### src/rtl/dma_pkg.sv
// Shared DMA read-channel definitions: AXI burst constants, size helper and
// the per-burst tracking record used by the in-line burst reader.
package dma_pkg;

    localparam logic [1:0] AXI_BURST_INCR = 2'b01;

    function automatic logic [2:0] axsize(input int unsigned data_w);
        return 3'($clog2(data_w / 8));
    endfunction

    typedef struct packed {
        logic [7:0] len;
        logic       last;
    } burst_track_t;

endpackage

### src/rtl/burst_track_fifo.sv
// Synchronous FIFO of outstanding burst records; push and pop may coincide.
module burst_track_fifo
    import dma_pkg::*;
#(
    parameter int unsigned DEPTH = 4
) (
    input  logic         clk_i,
    input  logic         rst_ni,
    input  logic         push_i,
    input  burst_track_t push_data_i,
    input  logic         pop_i,
    output burst_track_t head_o,
    output logic         full_o,
    output logic         empty_o
);

    localparam int unsigned PTR_W = $clog2(DEPTH);

    logic [PTR_W-1:0] wr_ptr_q, wr_ptr_d;
    logic [PTR_W-1:0] rd_ptr_q, rd_ptr_d;
    logic [PTR_W:0]   count_q, count_d;
    burst_track_t     mem_q [DEPTH];
    burst_track_t     mem_d [DEPTH];
    logic             do_push, do_pop;

    assign full_o  = (count_q == (PTR_W + 1)'(DEPTH));
    assign empty_o = (count_q == '0);
    assign head_o  = mem_q[rd_ptr_q];
    assign do_push = push_i & !full_o;
    assign do_pop  = pop_i & !empty_o;

    always_comb begin
        wr_ptr_d = wr_ptr_q;
        rd_ptr_d = rd_ptr_q;
        count_d  = count_q;
        for (int unsigned i = 0; i < DEPTH; i++) begin
            mem_d[i] = mem_q[i];
        end
        if (do_push) begin
            mem_d[wr_ptr_q] = push_data_i;
            wr_ptr_d        = wr_ptr_q + PTR_W'(1);
        end
        if (do_pop) begin
            rd_ptr_d = rd_ptr_q + PTR_W'(1);
        end
        case ({do_push, do_pop})
            2'b10:   count_d = count_q + (PTR_W + 1)'(1);
            2'b01:   count_d = count_q - (PTR_W + 1)'(1);
            default: count_d = count_q;
        endcase
    end

    always_ff @(posedge clk_i or negedge rst_ni) begin
        if (!rst_ni) begin
            wr_ptr_q <= '0;
            rd_ptr_q <= '0;
            count_q  <= '0;
            for (int unsigned i = 0; i < DEPTH; i++) begin
                mem_q[i] <= '0;
            end
        end else begin
            wr_ptr_q <= wr_ptr_d;
            rd_ptr_q <= rd_ptr_d;
            count_q  <= count_d;
            for (int unsigned i = 0; i < DEPTH; i++) begin
                mem_q[i] <= mem_d[i];
            end
        end
    end

endmodule

### src/rtl/in_line_burst_reader.sv
// Turns {offset, burst_len, last} descriptors into AXI4 AR requests and
// forwards the returning R beats downstream, flagging the last beat of a line.
module in_line_burst_reader
    import dma_pkg::*;
#(
    parameter int unsigned ADDR_W          = 32,
    parameter int unsigned DATA_W          = 64,
    parameter int unsigned MAX_OUTSTANDING = 4
) (
    input  logic              clk_i,
    input  logic              rst_ni,
    input  logic [ADDR_W-1:0] base_addr_i,
    input  logic [ADDR_W-1:0] desc_offset_i,
    input  logic [7:0]        desc_burst_len_i,
    input  logic              desc_last_i,
    input  logic              desc_valid_i,
    output logic              desc_ready_o,
    output logic [ADDR_W-1:0] m_araddr_o,
    output logic [7:0]        m_arlen_o,
    output logic [2:0]        m_arsize_o,
    output logic [1:0]        m_arburst_o,
    output logic              m_arvalid_o,
    input  logic              m_arready_i,
    input  logic [DATA_W-1:0] m_rdata_i,
    input  logic [1:0]        m_rresp_i,
    input  logic              m_rlast_i,
    input  logic              m_rvalid_i,
    output logic              m_rready_o,
    output logic [DATA_W-1:0] data_o,
    output logic              data_last_o,
    output logic              data_valid_o,
    input  logic              data_ready_i,
    output logic              line_done_o,
    output logic              err_o
);

    logic              arvalid_q, arvalid_d;
    logic [ADDR_W-1:0] araddr_q, araddr_d;
    logic [7:0]        arlen_q, arlen_d;
    logic [7:0]        beat_q, beat_d;
    logic              line_done_q, line_done_d;
    logic              err_q, err_d;

    logic              desc_accept;
    logic              fifo_full, fifo_empty;
    logic              r_hs, final_beat, head_pop;
    burst_track_t      head, push_entry;

    assign desc_ready_o = (!arvalid_q | m_arready_i) & !fifo_full;
    assign desc_accept  = desc_valid_i & desc_ready_o;
    assign push_entry   = '{len: desc_burst_len_i, last: desc_last_i};

    burst_track_fifo #(
        .DEPTH (MAX_OUTSTANDING)
    ) u_track (
        .clk_i       (clk_i),
        .rst_ni      (rst_ni),
        .push_i      (desc_accept),
        .push_data_i (push_entry),
        .pop_i       (head_pop),
        .head_o      (head),
        .full_o      (fifo_full),
        .empty_o     (fifo_empty)
    );

    // R channel is only opened while a burst is being tracked.
    assign m_rready_o   = !fifo_empty & data_ready_i;
    assign data_valid_o = !fifo_empty & m_rvalid_i;
    assign data_o       = m_rdata_i;
    assign r_hs         = m_rvalid_i & m_rready_o;
    assign final_beat   = (beat_q == head.len);
    assign head_pop     = r_hs & final_beat;
    assign data_last_o  = data_valid_o & final_beat & head.last;

    assign m_arvalid_o  = arvalid_q;
    assign m_araddr_o   = araddr_q;
    assign m_arlen_o    = arlen_q;
    assign m_arsize_o   = axsize(DATA_W);
    assign m_arburst_o  = AXI_BURST_INCR;
    assign line_done_o  = line_done_q;
    assign err_o        = err_q;

    always_comb begin
        arvalid_d   = arvalid_q;
        araddr_d    = araddr_q;
        arlen_d     = arlen_q;
        beat_d      = beat_q;
        line_done_d = r_hs & final_beat & head.last;
        err_d       = err_q;
        if (arvalid_q & m_arready_i) begin
            arvalid_d = 1'b0;
        end
        if (desc_accept) begin
            arvalid_d = 1'b1;
            araddr_d  = base_addr_i + desc_offset_i;
            arlen_d   = desc_burst_len_i;
        end
        if (r_hs) begin
            beat_d = final_beat ? '0 : beat_q + 8'd1;
            if ((m_rlast_i != final_beat) || (m_rresp_i != 2'b00)) begin
                err_d = 1'b1;
            end
        end
    end

    always_ff @(posedge clk_i or negedge rst_ni) begin
        if (!rst_ni) begin
            arvalid_q   <= 1'b0;
            araddr_q    <= '0;
            arlen_q     <= '0;
            beat_q      <= '0;
            line_done_q <= 1'b0;
            err_q       <= 1'b0;
        end else begin
            arvalid_q   <= arvalid_d;
            araddr_q    <= araddr_d;
            arlen_q     <= arlen_d;
            beat_q      <= beat_d;
            line_done_q <= line_done_d;
            err_q       <= err_d;
        end
    end

endmodule

### config.mk
export PLATFORM = sky130hd
export DESIGN_NAME = in_line_burst_reader
export DESIGN_NICKNAME = d
export VERILOG_FILES = /design/src/rtl/dma_pkg.sv /design/src/rtl/burst_track_fifo.sv /design/src/rtl/in_line_burst_reader.sv
export SDC_FILE = /design/constraint.sdc
export NUM_CORES = 1
export LEC_CHECK = 0
export BUFFER_PORTS_ARGS = -buffer_cell sky130_fd_sc_hd__buf_4
export CAP_MARGIN = 15
export CORE_ASPECT_RATIO = 1.2
export CORE_MARGIN = 3
export CORE_UTILIZATION = 35
export DETAILED_ROUTE_END_ITERATION = 6
export PLACE_DENSITY_LB_ADDON = 0.12
export SETUP_SLACK_MARGIN = 0.02
export SYNTH_ARGS = -nofsm -noshare
export SYNTH_HDL_FRONTEND = slang
export SYNTH_HIERARCHICAL = 1
export SYNTH_SLANG_ARGS = --single-unit
export TNS_END_PERCENT = 1
### constraint.sdc
create_clock -name clk_i -period 2.9 [get_ports clk_i]
set_input_delay 0.87 -clock clk_i [delete_from_list [all_inputs] [get_ports clk_i]]
set_output_delay 0.87 -clock clk_i [all_outputs]
set_load 0.005 [all_outputs]
Word-level counts from Yosys, hierarchy flattened. Cells that the tools add are included.

Bits in registers: 94. Input bits: 146. Output and inout port bits: 116. Word-level logic and storage cells: 66.

$add $sub $neg: 6. $lt $le $gt $ge: 3. Equal/unequal tests: 5. Muxes and demuxes: 10. Bitwise gates (word level): 15. Reductions and logical operators: 10.

Operator list (count): $bwmux 36 (1); $add 32x32->32 (1); $mux 9 (3); $bmux 9 s2 (1); $demux 9 s2 (1); $and 1x1->1 (12); $add 8x1->8 const B (1); $eq 8x8->1 (1); $mux 8 (1); $ge 3x3->1 const B (2); $not 2->3 (2); $pmux 3 s2 (1); $reduce_bool 2->1 (3); $add 2x1->2 const B (2); $add 3x1->3 const B (1); $eq 3x3->1 const B (1); $logic_not 1->1 (3); $logic_not 3->1 (1); $lt 3x1->1 const B (1); $sub 3x1->3 const B (1); $eq 2x1->1 const B (1); $eq 2x2->1 const B (1); $mux 1 (2); $reduce_and 2->1 (1); 4 further kinds (4).

Longest topological paths before layout.
Depth after elaboration: 9. Gate-level depth with buffers: 13. Mapped depth without buffers: 11.

By module. Netlist, hierarchy kept.

By module, submodules not included: in_line_burst_reader (instances 1, cells an instance 513, area each 4320.4 µm², seq. area each 1276.2 µm²); burst_track_fifo (instances 1, cells an instance 123, area each 1951.9 µm², seq. area each 1076.0 µm²).

Worst setup path before layout. Ideal clock, no wire load.

Path kind: input -> register. Start point: input m_arready_i. End point: register u_track.count_q[2]. Library setup time: 0.125 ns. Data arrival time: 3.144 ns. Data required time: 2.775 ns. Slack: -0.370 ns. Cell stages on the path: 13. Path buffers: 2. Cell sequence: inv_1 a21oi_1 nand2_1 inv_1 clkbuf_1 clkbuf_1 or2b_2 ha_1 inv_1 fa_1 xor2_1 nor2_1 xor2_1.

Longest elaborated chain between the ends: 6. Elaborated cells on any way between the ends: 8. Those cells by class: eq/ne: 2; mux: 1; bitwise: 4; reduce/logical: 1.

RTL lines: start, declared (line in_line_burst_reader.sv:23) `input logic m_arready_i,`; $or 1x1->1 (*) (line in_line_burst_reader.sv:49) `assign desc_ready_o = (!arvalid_q | m_arready_i) & !fifo_full;`; $and 1x1->1 (*) (line in_line_burst_reader.sv:49); via desc_ready_o (line in_line_burst_reader.sv:17) `output logic desc_ready_o,`; $and 1x1->1 (*) (line in_line_burst_reader.sv:50) `assign desc_accept = desc_valid_i & desc_ready_o;`; $and 1x1->1 (*) (line burst_track_fifo.sv:29) `assign do_push = push_i & !full_o;`; $eq 2x1->1 / $eq 2x2->1 (equally long branches) (line burst_track_fifo.sv:46) `case ({do_push, do_pop})`; $pmux 3 s2 / $reduce_bool 2->1 (equally long branches); end signal, assigned (line burst_track_fifo.sv:64) `count_q <= count_d;`; end, declared (line burst_track_fifo.sv:21) `logic [PTR_W:0] count_q, count_d;`.

Mark *: on every way through the listed nets, which the timed path passes. The rest lies on a longest branch. A chain may end at the register's enable or synchronous reset.

==> results.txt <==
----------------------------------------------------
[Routing]
  Detailed-routing iteration count for the pre-antenna-repair pass ... 4
  Routed length per placed instance ... about 16 um
  Via-to-Cell Ratio ... between 5 and 6
  Remaining antenna violation count ... 0
  Number of violations reported at the end of detailed-routing iteration 0 ... around 230
  DRC violations left ... 0
  Wire length after detailed routing ... approximately 16000 um
  Number of vias in the routed layout ... approximately 4900

[Power and ir drop]
  Max IR drop VDD ... between 0.0003 and 0.0004 V
  Leakage power ... about 3.5 nW
  Cell internal power dissipation ... just over 4 mW
  Sequential cell fraction of total power ... a little under two fifths
  Sw frac ... approximately 34%
  Combinational fraction of design power ... between 40% and 50%
  Cell Pwr Density ... 820.0 nW/um^2
  Clock power share ... 18.6%
  Switch Pwr ... around 2.1 mW

[Yosys]
  Synthesized instance count ... approximately 640
  Cells taking the most area after synthesis ... sky130_fd_sc_hd__dfrtp_1 38%, sky130_fd_sc_hd__buf_4 8.3%, sky130_fd_sc_hd__ha_1 7.4%
  Ys flop type ... sky130_fd_sc_hd__dfrtp_1
  Dominant combinational cell family by area after synthesis ... compound AO/OA/AOI/OAI gates
  Post-synthesis instance area ... around 6300 um^2
  Post-synthesis area per instance ... a little under 10 um^2
  Largest area contributor in the synthesized netlist ... sky130_fd_sc_hd__dfrtp_1
  Fraction of synthesized area in multiplexers ... about 10%
  Number of synthesized flops with an enable pin ... 0
  Fraction of synthesized cell area in xor and xnor cells ... ~5.2%
  Compound-cell area share of the yosys netlist ... 15.86%
  Synth warnings ... 6
  Share of synthesized flip-flops with an asynchronous set or reset ... 100.0%
  Cell with the most instances after synthesis ... sky130_fd_sc_hd__dfrtp_1
  Area share of the largest cell type after synthesis ... ~38%
  Fraction of the mapped netlist area in simple logic gates ... a little over an eighth
  Synth top cells by count ... 94 x sky130_fd_sc_hd__dfrtp_1, 88 x sky130_fd_sc_hd__nand2_1, 69 x sky130_fd_sc_hd__buf_4
  Share of synthesized area occupied by flip-flops and latches ... a little under two fifths
  Share of synthesized cell area in full adder, half adder and majority cells ... under 10%
  #FFs+latches synth ... 94
  Netlist cell types ... 70

[Setup path]
  Highest fanout seen on the critical path ... 9
  Count of cells along the worst register-to-register path ... 13
  Data arrival time of the critical path ... ~2300 ps
  First element of the critical path ... u_track/rd_ptr_q[0]$_DFFE_PN0P_
  Critical path cell sequence ... buf_12 > buf_4 > mux4_2 > xnor2_1 > nand4_1 > nor2_4 > and3_4 > buf_6
  Number of buffers and inverters on the critical path ... 3
  Element type at the critical path end ... primary output
  Depth of the critical timing path with buffers and inverters included ... 8
  Largest delay contributor family on the critical path ... simple AND/OR/NAND/NOR gates
  Type of origin of the critical path ... register
  Start of the worst register-to-register path ... u_track/rd_ptr_q[0]$_DFFE_PN0P_
  Worst path required time ... around 2000 ps
  Critical path's largest stage delay ... 500 ps
  Class of the most critical setup path ... reg2out
  Crit path max-delay cell type ... sky130_fd_sc_hd__mux4_2

[Clock tree]
  Number of levels the H-tree was split into ... 3
  Clock tree from TritonCTS ... yes
  Clock root buffer master ... sky130_fd_sc_hd__clkbuf_16
  Clock latency at the later pin of the worst-skew pair ... approximately 350 ps
  Clock-pin slew on the worst setup and hold paths ... approximately 70 ps
  Max Buffers Root-to-Sink ... 2
  Clock sink count ... 94
  Cts bufs inserted ... 9

[Global routing]
  Tot GR Track Use ... about 16%
  Largest net degree at the start of global routing ... 75
  Vias in the first global route ... ~5200
  Global route total overflow ... 0
  Wire length of the first global-routing pass ... around 26000 um
  Antenna violations before repair ... 0

[Timing]
  Final setup margin ... -296.0 ps
  Final hold violation count ... 0
  Share of the clock period used by the worst path ... 110.2%
  Number of pins exceeding their max-slew limit in the final report ... 0
  RSZ-0062 raised after global routing ... true
  Remaining max-slew budget at the tightest pin ... 53.67%
  Min cycle time layout ... between 3000 and 4000 ps
  Final setup violation count ... 2
  Clock Skew ... 5.195 ps
  Highest Clock Rate ... 312.9 MHz
  Worst Max-Slew Pin Slew ... ~690 ps

[Run status]
  Failing checks ... setup timing
  Outcome ... finished, violations left

[Placed design]
  Placed cell count ... ~940
  Detailed placement HPWL ... around 12000 um
  Final weighted congestion in routability-driven placement ... roughly 0.8
  Number of buffers inserted by port buffering ... about 130
  Area after DPL ... approximately 7300 um^2

[Floorplanning]
  Height of the die ... approximately 150 um
  Rows ... 53
  Die W ... 128.2 um
  Initial Util ... a little over a third
  I/O pin cnt ... between 200 and 300
  Area enclosed by the die boundary ... about 20000 um^2
  Core Footprint ... 17570 um^2

[Finish]
  Fin area ... about 7600 um^2
  Core occupancy in the finished layout ... 43.42%
  Number of antenna diodes ... 0
  Fraction of layout cells with a size suffix above 1 ... 36.25%
  Non-filler cells in the finished layout ... between 900 and 1000
  Layout overhead on the synthesized area ... 21.66%
  Final nets ... 922

[Job]
  Maxcap violations ... 0

[Hold path]
  Worst hold path class ... in2async

----------------------------------------------------
==> metal layers <==
metal / vias to the layer above / routed length, um / global-route usage (%)
li1: 2369 / - / -
met1: 2376 / 6591 / 20.40
met2: 155 / 7916 / 27.66
met3: 23 / 895 / 3.717
met4: 0 / 237 / 5.106
met5: - / 0 / 0
==> power by group through the flow <==
stage                     logic [mW]  clock network (mW)  registers (mW)
final                           2.72                1.16            2.37
after global routing            3.03                1.27            2.46
after CTS                       2.77                1.22            2.38
after detailed placement        2.70                   0            2.39
after global placement          2.65                   0            2.36
after floorplan                 1.67                   0            2.28
==> worst reg2reg max path, stage by stage, from the launching register on <==
cell,delay [ps]
sky130_fd_sc_hd__dfrtp_1,370
sky130_fd_sc_hd__buf_12,150
sky130_fd_sc_hd__buf_4,120
sky130_fd_sc_hd__mux4_2,500
sky130_fd_sc_hd__xnor2_1,150
sky130_fd_sc_hd__nand4_1,240
sky130_fd_sc_hd__nor3_2,230
sky130_fd_sc_hd__o31a_2,170
sky130_fd_sc_hd__ha_2,170
sky130_fd_sc_hd__inv_1,50
sky130_fd_sc_hd__fa_1,360
sky130_fd_sc_hd__xor2_1,150
sky130_fd_sc_hd__nor2_1,110
sky130_fd_sc_hd__xor2_1,160
==> per-stage QoR <==
step                total power [mW]  setup TNS (ps)  setup WS (ps)  hold WS (ps)
floorplan                      3.951               0          7.669         467.8
CTS                            6.368          -455.2         -289.6         421.6
finish                         6.258          -395.5         -296.0         421.6
global placement               5.013           -1047         -188.6         459.3
detailed placement             5.084           -1663         -253.9         467.1
global route                   6.761          -741.6         -401.6         436.7
==> cell type report <==
class                      instances  area, um^2
clock buffer                      13       270.3
clock inverter                     3       17.52
fill                            1716        9942
inverter                          16       60.06
multi-input combinational        445        3331
sequential                        94        2352
tap                              220       275.3
timing repair buffer             171        1325
==> logic make-up (layout without fill, tap and decap cells) <==
group                      Yosys count  count (layout)
and+or+nand+nor                    175             175
AOI/OAI and AO/OA                  142             142
buffers and inverters              100             203
DFF                                 94              94
muxes                               47              47
adders and majority gates           39              39
xor gates and xnor gates            37              37
other                                2               5
==> what timing repair did <==
| action | 4_1_cts | 5_1_grt |
|---|---|---|
| gates resized for setup | 2 | 5 |
| hold buffers | 0 | 0 |
| setup buffers | 4 | 0 |
| pin swaps | 1 | 2 |
| setup endpoints to repair | 2 | 7 |
==> cell usage in the layout (no fill, tap or decap), types with 3 or more instances in the layout <==
cell type                   synthesis  final
sky130_fd_sc_hd__nor2_2             4      4
sky130_fd_sc_hd__or2_2              3      3
sky130_fd_sc_hd__o21ai_0           41     41
sky130_fd_sc_hd__and3_1             4      3
sky130_fd_sc_hd__nand2_1           88     87
sky130_fd_sc_hd__inv_1             16     16
sky130_fd_sc_hd__o211ai_1           4      4
sky130_fd_sc_hd__a31oi_1            4      4
sky130_fd_sc_hd__clkbuf_8           0      3
sky130_fd_sc_hd__o21ai_1            5      5
sky130_fd_sc_hd__ha_1              37     36
sky130_fd_sc_hd__a21oi_1           29     27
sky130_fd_sc_hd__and2_1             5      5
sky130_fd_sc_hd__nand3_1           11     11
sky130_fd_sc_hd__buf_4             69    167
sky130_fd_sc_hd__a21oi_2            3      5
sky130_fd_sc_hd__a21o_1            13     13
sky130_fd_sc_hd__buf_12             0      3
sky130_fd_sc_hd__nor2_1            25     24
sky130_fd_sc_hd__clkbuf_16          0      9
sky130_fd_sc_hd__xor2_1            14     14
sky130_fd_sc_hd__nor3_1             8      7
sky130_fd_sc_hd__o21ai_2            3      3
sky130_fd_sc_hd__nand4_1           11     11
sky130_fd_sc_hd__dfrtp_1           94     94
sky130_fd_sc_hd__mux2_2            37     37
sky130_fd_sc_hd__mux4_2             9      9
sky130_fd_sc_hd__o21bai_1           7      7
sky130_fd_sc_hd__conb_1             2      5
sky130_fd_sc_hd__xnor2_1           23     22
sky130_fd_sc_hd__nor2b_1            4      4
sky130_fd_sc_hd__o31ai_1            4      4
==> state kept, by name, summed over array words and instances (netlist names) <==
register          cells
u_track/rd_ptr_q      2
u_track/count_q       3
m_araddr_o           32
u_track/mem_q        36
beat_q                8
m_arvalid_o           1
line_done_o           1
err_o                 1
m_arlen_o             8
u_track/wr_ptr_q      2
==> final timing paths <==
kind,end,slack [ps]
setup / recovery,data_last_o,-300
hold reg to reg,m_arlen_o[5]$_DFFE_PN0P_,480
max in group asynchronous,m_arvalid_o$_DFFE_PN0P_,1760
min in group clk_i,m_arlen_o[5]$_DFFE_PN0P_,480
hold / removal,m_araddr_o[2]$_DFFE_PN0P_,420
setup reg to reg,u_track/count_q[2]$_DFFE_PN0P_,-100
Power figures use the tool's default switching activity.
